## src/rtl/mem_port_arbiter_pkg.sv

```systemverilog
// Shared definitions for the single-port RAM arbiter and neighbouring memory blocks.
package mem_port_arbiter_pkg;

    localparam int unsigned MEM_ADDR_W = 8;
    localparam int unsigned MEM_DATA_W = 32;

    localparam logic [1:0] OWN_NONE = 2'd0;
    localparam logic [1:0] OWN_I    = 2'd1;
    localparam logic [1:0] OWN_D    = 2'd2;

endpackage

```

## src/rtl/mem_port_arbiter_starve_counter.sv

```systemverilog
// Saturating up-counter with synchronous zero and asynchronous clear.
module mem_port_arbiter_starve_counter #(
    parameter int unsigned   W       = 4,
    parameter logic [W-1:0]  MAX_VAL = '1
) (
    input  logic         clock,
    input  logic         clear,
    input  logic         zero,
    input  logic         inc,
    output logic [W-1:0] count
);

    always_ff @(posedge clock or posedge clear) begin
        if (clear) begin
            count <= '0;
        end else if (zero) begin
            count <= '0;
        end else if (inc && (count != MAX_VAL)) begin
            count <= count + 1'b1;
        end
    end

endmodule

```

## src/rtl/mem_port_arbiter.sv

```systemverilog
// Two-port (fetch/data) arbiter onto one synchronous single-port RAM.
module mem_port_arbiter
    import mem_port_arbiter_pkg::*;
#(
    parameter int unsigned ADDR_W   = MEM_ADDR_W,
    parameter int unsigned DATA_W   = MEM_DATA_W,
    parameter int unsigned MAX_WAIT = 3,
    parameter int unsigned PERF_W   = 16
) (
    input  logic              clock,
    input  logic              clear,
    input  logic              i_req,
    input  logic [ADDR_W-1:0] i_addr,
    output logic              i_gnt,
    output logic              i_rvalid,
    output logic [DATA_W-1:0] i_rdata,
    input  logic              d_req,
    input  logic              d_we,
    input  logic [ADDR_W-1:0] d_addr,
    input  logic [DATA_W-1:0] d_wdata,
    output logic              d_gnt,
    output logic              d_rvalid,
    output logic [DATA_W-1:0] d_rdata,
    output logic [ADDR_W-1:0] mem_addr,
    output logic [DATA_W-1:0] mem_din,
    output logic              mem_wren,
    input  logic [DATA_W-1:0] mem_dout,
    output logic [PERF_W-1:0] perf_conflicts
);

    localparam int unsigned STARVE_W = 4;

    logic [STARVE_W-1:0] starveCnt;
    logic                starveFull;
    logic                iWait;
    logic [1:0]          owner;
    logic [1:0]          ownerNext;
    logic [DATA_W-1:0]   iHold;
    logic [DATA_W-1:0]   dHold;

    // Data wins conflicts until fetch has been denied MAX_WAIT cycles in a row.
    always_comb begin
        starveFull = (starveCnt == STARVE_W'(MAX_WAIT));
        i_gnt      = !clear && i_req && (!d_req || starveFull);
        d_gnt      = !clear && d_req && !(i_req && starveFull);
        iWait      = i_req && !i_gnt;
    end

    always_comb begin
        mem_addr = d_gnt ? d_addr : i_addr;
        mem_din  = d_gnt ? d_wdata : '0;
        mem_wren = d_gnt && d_we;
    end

    mem_port_arbiter_starve_counter #(
        .W       (STARVE_W),
        .MAX_VAL (STARVE_W'(MAX_WAIT))
    ) u_starve (
        .clock (clock),
        .clear (clear),
        .zero  (!iWait),
        .inc   (iWait),
        .count (starveCnt)
    );

    mem_port_arbiter_starve_counter #(
        .W       (PERF_W),
        .MAX_VAL ('1)
    ) u_perf (
        .clock (clock),
        .clear (clear),
        .zero  (1'b0),
        .inc   (i_req && d_req),
        .count (perf_conflicts)
    );

    // Hold registers keep the last response visible while the pipeline stalls.
    always_ff @(posedge clock or posedge clear) begin
        if (clear) begin
            owner <= OWN_NONE;
            iHold <= '0;
            dHold <= '0;
        end else begin
            owner <= ownerNext;
            if (owner == OWN_I) iHold <= mem_dout;
            if (owner == OWN_D) dHold <= mem_dout;
        end
    end

    always_comb begin
        ownerNext = OWN_NONE;
        if (i_gnt) begin
            ownerNext = OWN_I;
        end else if (d_gnt && !d_we) begin
            ownerNext = OWN_D;
        end
    end

    always_comb begin
        i_rvalid = (owner == OWN_I);
        d_rvalid = (owner == OWN_D);
        i_rdata  = i_rvalid ? mem_dout : iHold;
        d_rdata  = d_rvalid ? mem_dout : dHold;
    end

endmodule
```

## config.mk

```make
export PLATFORM = sky130hd
export DESIGN_NAME = mem_port_arbiter
export DESIGN_NICKNAME = d
export VERILOG_FILES = /design/src/rtl/mem_port_arbiter_pkg.sv /design/src/rtl/mem_port_arbiter_starve_counter.sv /design/src/rtl/mem_port_arbiter.sv
export SDC_FILE = /design/constraint.sdc
export NUM_CORES = 1
export LEC_CHECK = 0
export CAP_MARGIN = 20
export CORE_UTILIZATION = 37
export DETAILED_ROUTE_END_ITERATION = 16
export GPL_TIMING_DRIVEN = 0
export PLACE_DENSITY = 0.78
export SLEW_MARGIN = 10
export SYNTH_ARGS = -nofsm -noshare
export SYNTH_HDL_FRONTEND = slang
export SYNTH_SLANG_ARGS = --single-unit
```

## constraint.sdc

```tcl
create_clock -name clock -period 5.5 [get_ports clock]
set_clock_uncertainty 0.1 [all_clocks]
set_input_delay 1.1 -clock clock [delete_from_list [all_inputs] [get_ports clock]]
set_output_delay 1.1 -clock clock [all_outputs]
set_load 0.1 [all_outputs]
```

Yosys cells after proc, flatten, opt, wreduce, memory -nomap -nowiden. Cells that the tools add are included.

Flip-flop bits (word level): 86. Input port bits: 85. Output and inout bits: 125. Logic and storage cells: 38.

$add $sub $neg: 2. Equal/unequal tests: 6. Muxes and demuxes: 8. Reductions and logical operators: 17.

Operators with widths (count): two-way mux 32 bit (3); adder 16 x 1 -> 16 bit, second input constant (1); inequality test 16 bit, second input constant (1); logical AND 1 bit (11); two-way mux 4 bit (2); two-way mux 8 bit (1); logical NOT 1 bit (5); adder 4 x 1 -> 4 bit, second input constant (1); == test 4 x 2 -> 1 bit, second input constant (1); two-way mux 2 bit (2); inequality test 4 x 2 -> 1 bit, second input constant (1); == test 2 x 1 -> 1 bit, second input constant (1); == test 2 bit, second input constant (1); inequality test 2 bit, second input constant (1); logical OR 1 bit (1).

Longest topological paths before layout. Gate-level depths: netlist of run 1.

Word-level depth: 8. Mapped depth: 5. Depth with buffers taken out: 5.

Cells and area by module. From an unflattened synthesis of run 1, not the netlist that was laid out.

Cells, all modules: 319. Area total of the unflattened synthesis: 3987.6 sq um.

By module, submodules not included: mem_port_arbiter (times used 1, cells each 197, area each 2835.2 sq um, seq. area each 1651.6 sq um); mem_port_arbiter_starve_counter at u_perf (times used 1, cells each 101, area each 932.1 sq um, seq. area each 400.4 sq um); mem_port_arbiter_starve_counter at u_starve (times used 1, cells each 21, area each 220.2 sq um, seq. area each 100.1 sq um).

Worst setup path before layout of run 1. No wires, ideal clock.

Path type: input-to-output. Start: input port clear. End: output port i_gnt. Data arrival time: 3.835 ns. Data required time: 4.300 ns. Setup slack: 0.465 ns. Cell stages on the path: 2. Buffers on the path: 0. Cell sequence: inv_1 -> o211a_1.

Cells in the longest elaborated chain, start to end: 3.

RTL lines: from (decl) (RTL line mem_port_arbiter.sv:11) `input logic clear,`; logical NOT 1 bit (no line); logical AND 1 bit (2 in a row) (RTL line mem_port_arbiter.sv:44) `i_gnt = !clear && i_req && (!d_req || starveFull);`; to (decl) (RTL line mem_port_arbiter.sv:14) `output logic i_gnt,`.

No other way between the ends.

Worst setup path in the final report of run 1.
Start: input port d_req. End: output port mem_din[28].

Cells in the longest elaborated chain, start to end: 3.

RTL lines: from (decl) (RTL line mem_port_arbiter.sv:17) `input logic d_req,`; logical AND 1 bit (2 in a row) (RTL line mem_port_arbiter.sv:45) `d_gnt = !clear && d_req && !(i_req && starveFull);`; two-way mux 32 bit (RTL line mem_port_arbiter.sv:51) `mem_din = d_gnt ? d_wdata : '0;`; to (decl) (RTL line mem_port_arbiter.sv:25) `output logic [DATA_W-1:0] mem_din,`.

No other way between the ends.

==> impl_metrics.csv, run 1 <==
group,metric,value,unit
route,routed_via_density,4.71,
grt,grt_max_degree,66,
critical_path,rr_worst_depth,5,
worst_hold_path,holdPathStages,1,
critical_path,required,4.30,ns
critical_path,crit_chain,"clkdlybuf4s50_1 > inv_1 > a211oi_2 > clkbuf_1 > and2_1 > clkdlybuf4s50_1",
critical_path,crit_arrival,3.92,ns
synth,yosysWarnings,0,
sta,grt_setup_unrepaired,"false",
final_layout,final_util,63.8,%
critical_path,crit_type,"in2out",
grt,grt_overflow,0,
job,max-cap-violations,0,
placed_design,portBuffers,209,
floorplan,die_area,10600,um2
synth,yosys_register_bits,86,
synth,syn_area,3770,um2
status,status,"completed",
clock_network,cts_sinks,86,
synth,synth_edf_count,0,
floorplan,io_pins,210,
placed_design,placed_cells,626,
route,drc,0,
placed_design,postPlaceCellArea,6060,um2
critical_path,cp-end-kind,"output pin",
floorplan,row_count,36,
sta,holdWs,0.395,ns
power,pwr_density_cell,466,nW/um2
critical_path,path_delay_family,"buffers and inverters",
final_layout,nNetsFinal,591,
grt,antenna_found_initial,0,
sta,period_share,93.2,%
final_layout,drive_gt1_share,19.1,%
final_layout,multi_input_area,1550,um2
sta,fmax,0.195,GHz
floorplan,die_h,103,um
critical_path,r2r-start,"u_perf.count[0]",
floorplan,core-area,9820,um2
clock_network,post_cts_buffers,0,
route,ant_nets,0,
clock_network,cts_tree,"done",
power,p_leak,2.60,nW
worst_hold_path,whs_endpoint,"dHold[16]",
final_layout,diodes,0,
critical_path,cp-start-kind,"input pin",
sta,timing.final.crit_period,5.12,ns
clock_network,htree_num_levels,3,
final_layout,area.growth.synth_to_final,66.1,%
route,dr.pass1.iters,4,
floorplan,die_width,103,um
synth,synth.distinct_cells,32,
final_layout,final-instance-count-excl-fill,641,
route,wire_per_inst,15.2,um
route,routed_wl,9750,um
synth,synth_nets,370,
route,drt_iter0_drc,63,
power,finalPower,2.92,mW
sta,worst_slew_pin_slew,1.03,ns
sta,setup-violations-final,0,
clock_network,cts-resized-gates,0,
final_layout,seq_area,2150,um2
synth,ys_seq_area_share,57.1,%
synth,ys.flop_type,"dfrtp_1",
grt,grt_pass1_vias,3124,
critical_path,regToRegEndpoint,"u_perf.count[1]",
route,dr_total_vias,3017,
critical_path,critPathMaxFanout,10,
power,peakVddDrop,0.000255,V
clock_network,cts_buffers,9,
grt,grt_pass1_wl,15100,um
sta,finalHoldViolCount,0,
clock_network,path_clk_slew,0.07,ns
critical_path,worst-path-stages,6,
critical_path,critical-path-max-stage-delay,1.16,ns
grt,grt_usage,18.9,%
synth,syn_inst,283,
placed_design,gp_congestion,0.778,
placed_design,dpl.hpwl,7580,um
worst_hold_path,min_path_type,"reg2reg",
floorplan,initial_core_util,38.4,%
critical_path,reg2reg_slack,3.46,ns
clock_network,cts.hold.buffers_added,0,
synth,postSynth.asyncResetShare,100,%
synth,avgSynthCellArea,13.3,um2
clock_network,clockBufferDepth,2,
critical_path,timing.critical_path.buf_inv,4,
clock_network,clk_latency,0.35,ns
sta,slew_violations,0,
critical_path,slowest_stage,"clkdlybuf4s50_1",
critical_path,crit_path_frequent_cell,"clkdlybuf4s50_1",
sta,max_slew_margin,31.2,%
final_layout,stdcell_area,6260,um2
clock_network,cts_root_buf,"clkbuf_8",
final_layout,fill_cells,841,
worst_hold_path,min_from,"dHold[16]",
==> layout make-up <==
cell class,instances,share of cell area [%]
Buffer,12,0.739
Clock buffer,10,2.04
Clock inverter,5,1.20
Inverter,5,0.340
Multi-Input combinational cell,180,24.8
Sequential cell,86,34.4
Tap cell,133,2.66
Timing Repair Buffer,210,33.9
==> registers in the layout (all words and copies together) (netlist names) <==
| signal | count |
|---|---|
| dHold | 32 |
| iHold | 32 |
| owner | 2 |
| u_perf.count | 16 |
| u_starve.count | 4 |
==> where the power goes <==
group / total, mW / internal (mW) / switching (mW)
Clock: 0.458 / 0.251 / 0.207
Combinational: 1.64 / 0.401 / 1.24
Sequential: 0.820 / 0.756 / 0.0642
Total: 2.92 / 1.41 / 1.51
==> worst max-delay path by stage <==
stage / startpoint / endpoint / slack (ns)
2_1_floorplan: clear / i_gnt / 0.46
3_3_place_gp: clear / i_gnt / -1.37
3_5_place_dp: d_req / mem_din[23] / 0.32
4_1_cts: d_req / mem_din[23] / 0.32
5_1_grt: d_req / mem_din[13] / 0.23
6_report: d_req / mem_din[28] / 0.38
==> stage by stage <==
stage / setup TNS (ns) / setup slack (ns)
2_1_floorplan: 0 / 0.465
3_3_place_gp: -1.37 / -1.37
3_5_place_dp: 0 / 0.320
4_1_cts: 0 / 0.321
5_1_grt: 0 / 0.226
6_report: 0 / 0.376
==> worst register-to-register path, stage by stage (launching register included) <==
cell,delay (ns)
dfrtp_1,0.43
ha_1,0.24
and3_1,0.19
or4b_4,0.48
and3_4,0.21
mux2_4,0.29
==> Yosys cell counts (4+ instances only) <==
library cell | instances | area [um2]
dfrtp_1 | 86 | 2150
mux2_2 | 73 | 822
and2_1 | 34 | 213
clkbuf_1 | 11 | 41.3
xor2_1 | 9 | 78.8
nand3_1 | 7 | 35.0
nor4_1 | 6 | 37.5
inv_1 | 5 | 18.8
nand2_1 | 5 | 18.8
nor3_1 | 5 | 25.0
o21ai_0 | 5 | 25.0
nand4_1 | 4 | 25.0
==> metal layers <==
metal | vias up | share of wire [%] | routed length (um) | global-route usage [%]
met5 | - | 0 | 0 | 0
met4 | 0 | 1.5 | 144 | 6.72
met3 | 10 | 8.2 | 799 | 5.15
met2 | 133 | 54 | 5240 | 35.3
met1 | 1446 | 37 | 3570 | 20.5
li1 | 1428 | - | - | -
==> cells in the final DEF, fill, tap and decap left out <==
cell type,n
buf_2,1
clkbuf_8,9
ha_1,2
and3_2,1
nor2b_1,3
o21ai_0,5
and2_1,34
inv_1,4
bufinv_16,2
a211oi_2,1
nor3b_2,1
mux2_4,1
nor3_1,5
o211a_1,1
nor4_1,6
dfrtp_1,86
or4b_4,1
clkdlybuf4s50_1,209
a21oi_1,3
inv_4,1
xor2_1,9
nand3_1,7
a211oi_1,1
nand4_1,4
xnor2_1,3
nand2b_1,2
and3_4,1
nand4_4,1
mux2_2,73
and4_1,2
a31oi_1,3
clkbuf_1,12
nand2_1,5
nand3b_1,1
buf_16,1
nor2_1,2
clkinv_2,3
and3_1,2
==> cell families after synthesis <==
logic type	Yosys count	share of synthesized area, %
AND/OR/NAND/NOR	78	13.2
XOR/XNOR	12	2.79
adder cells (fa/ha/maj)	2	0.664
flip-flops	86	57.1
multiplexers	74	22.2
buffers and inverters	17	1.73
AO/OA/AOI/OAI	14	2.36
(Power assumes the default switching activity.)
==> run 2: changes to the inputs <==
--- a/config.mk
+++ b/config.mk
@@ -7,6 +7,7 @@
 export LEC_CHECK = 0
 export CAP_MARGIN = 20
 export CORE_UTILIZATION = 37
+export CTS_CLUSTER_DIAMETER = 120
 export DETAILED_ROUTE_END_ITERATION = 16
 export GPL_TIMING_DRIVEN = 0
 export PLACE_DENSITY = 0.78
==> results of run 2 <==
No change in the layout: final DEF, timing and power equal those of run 1.
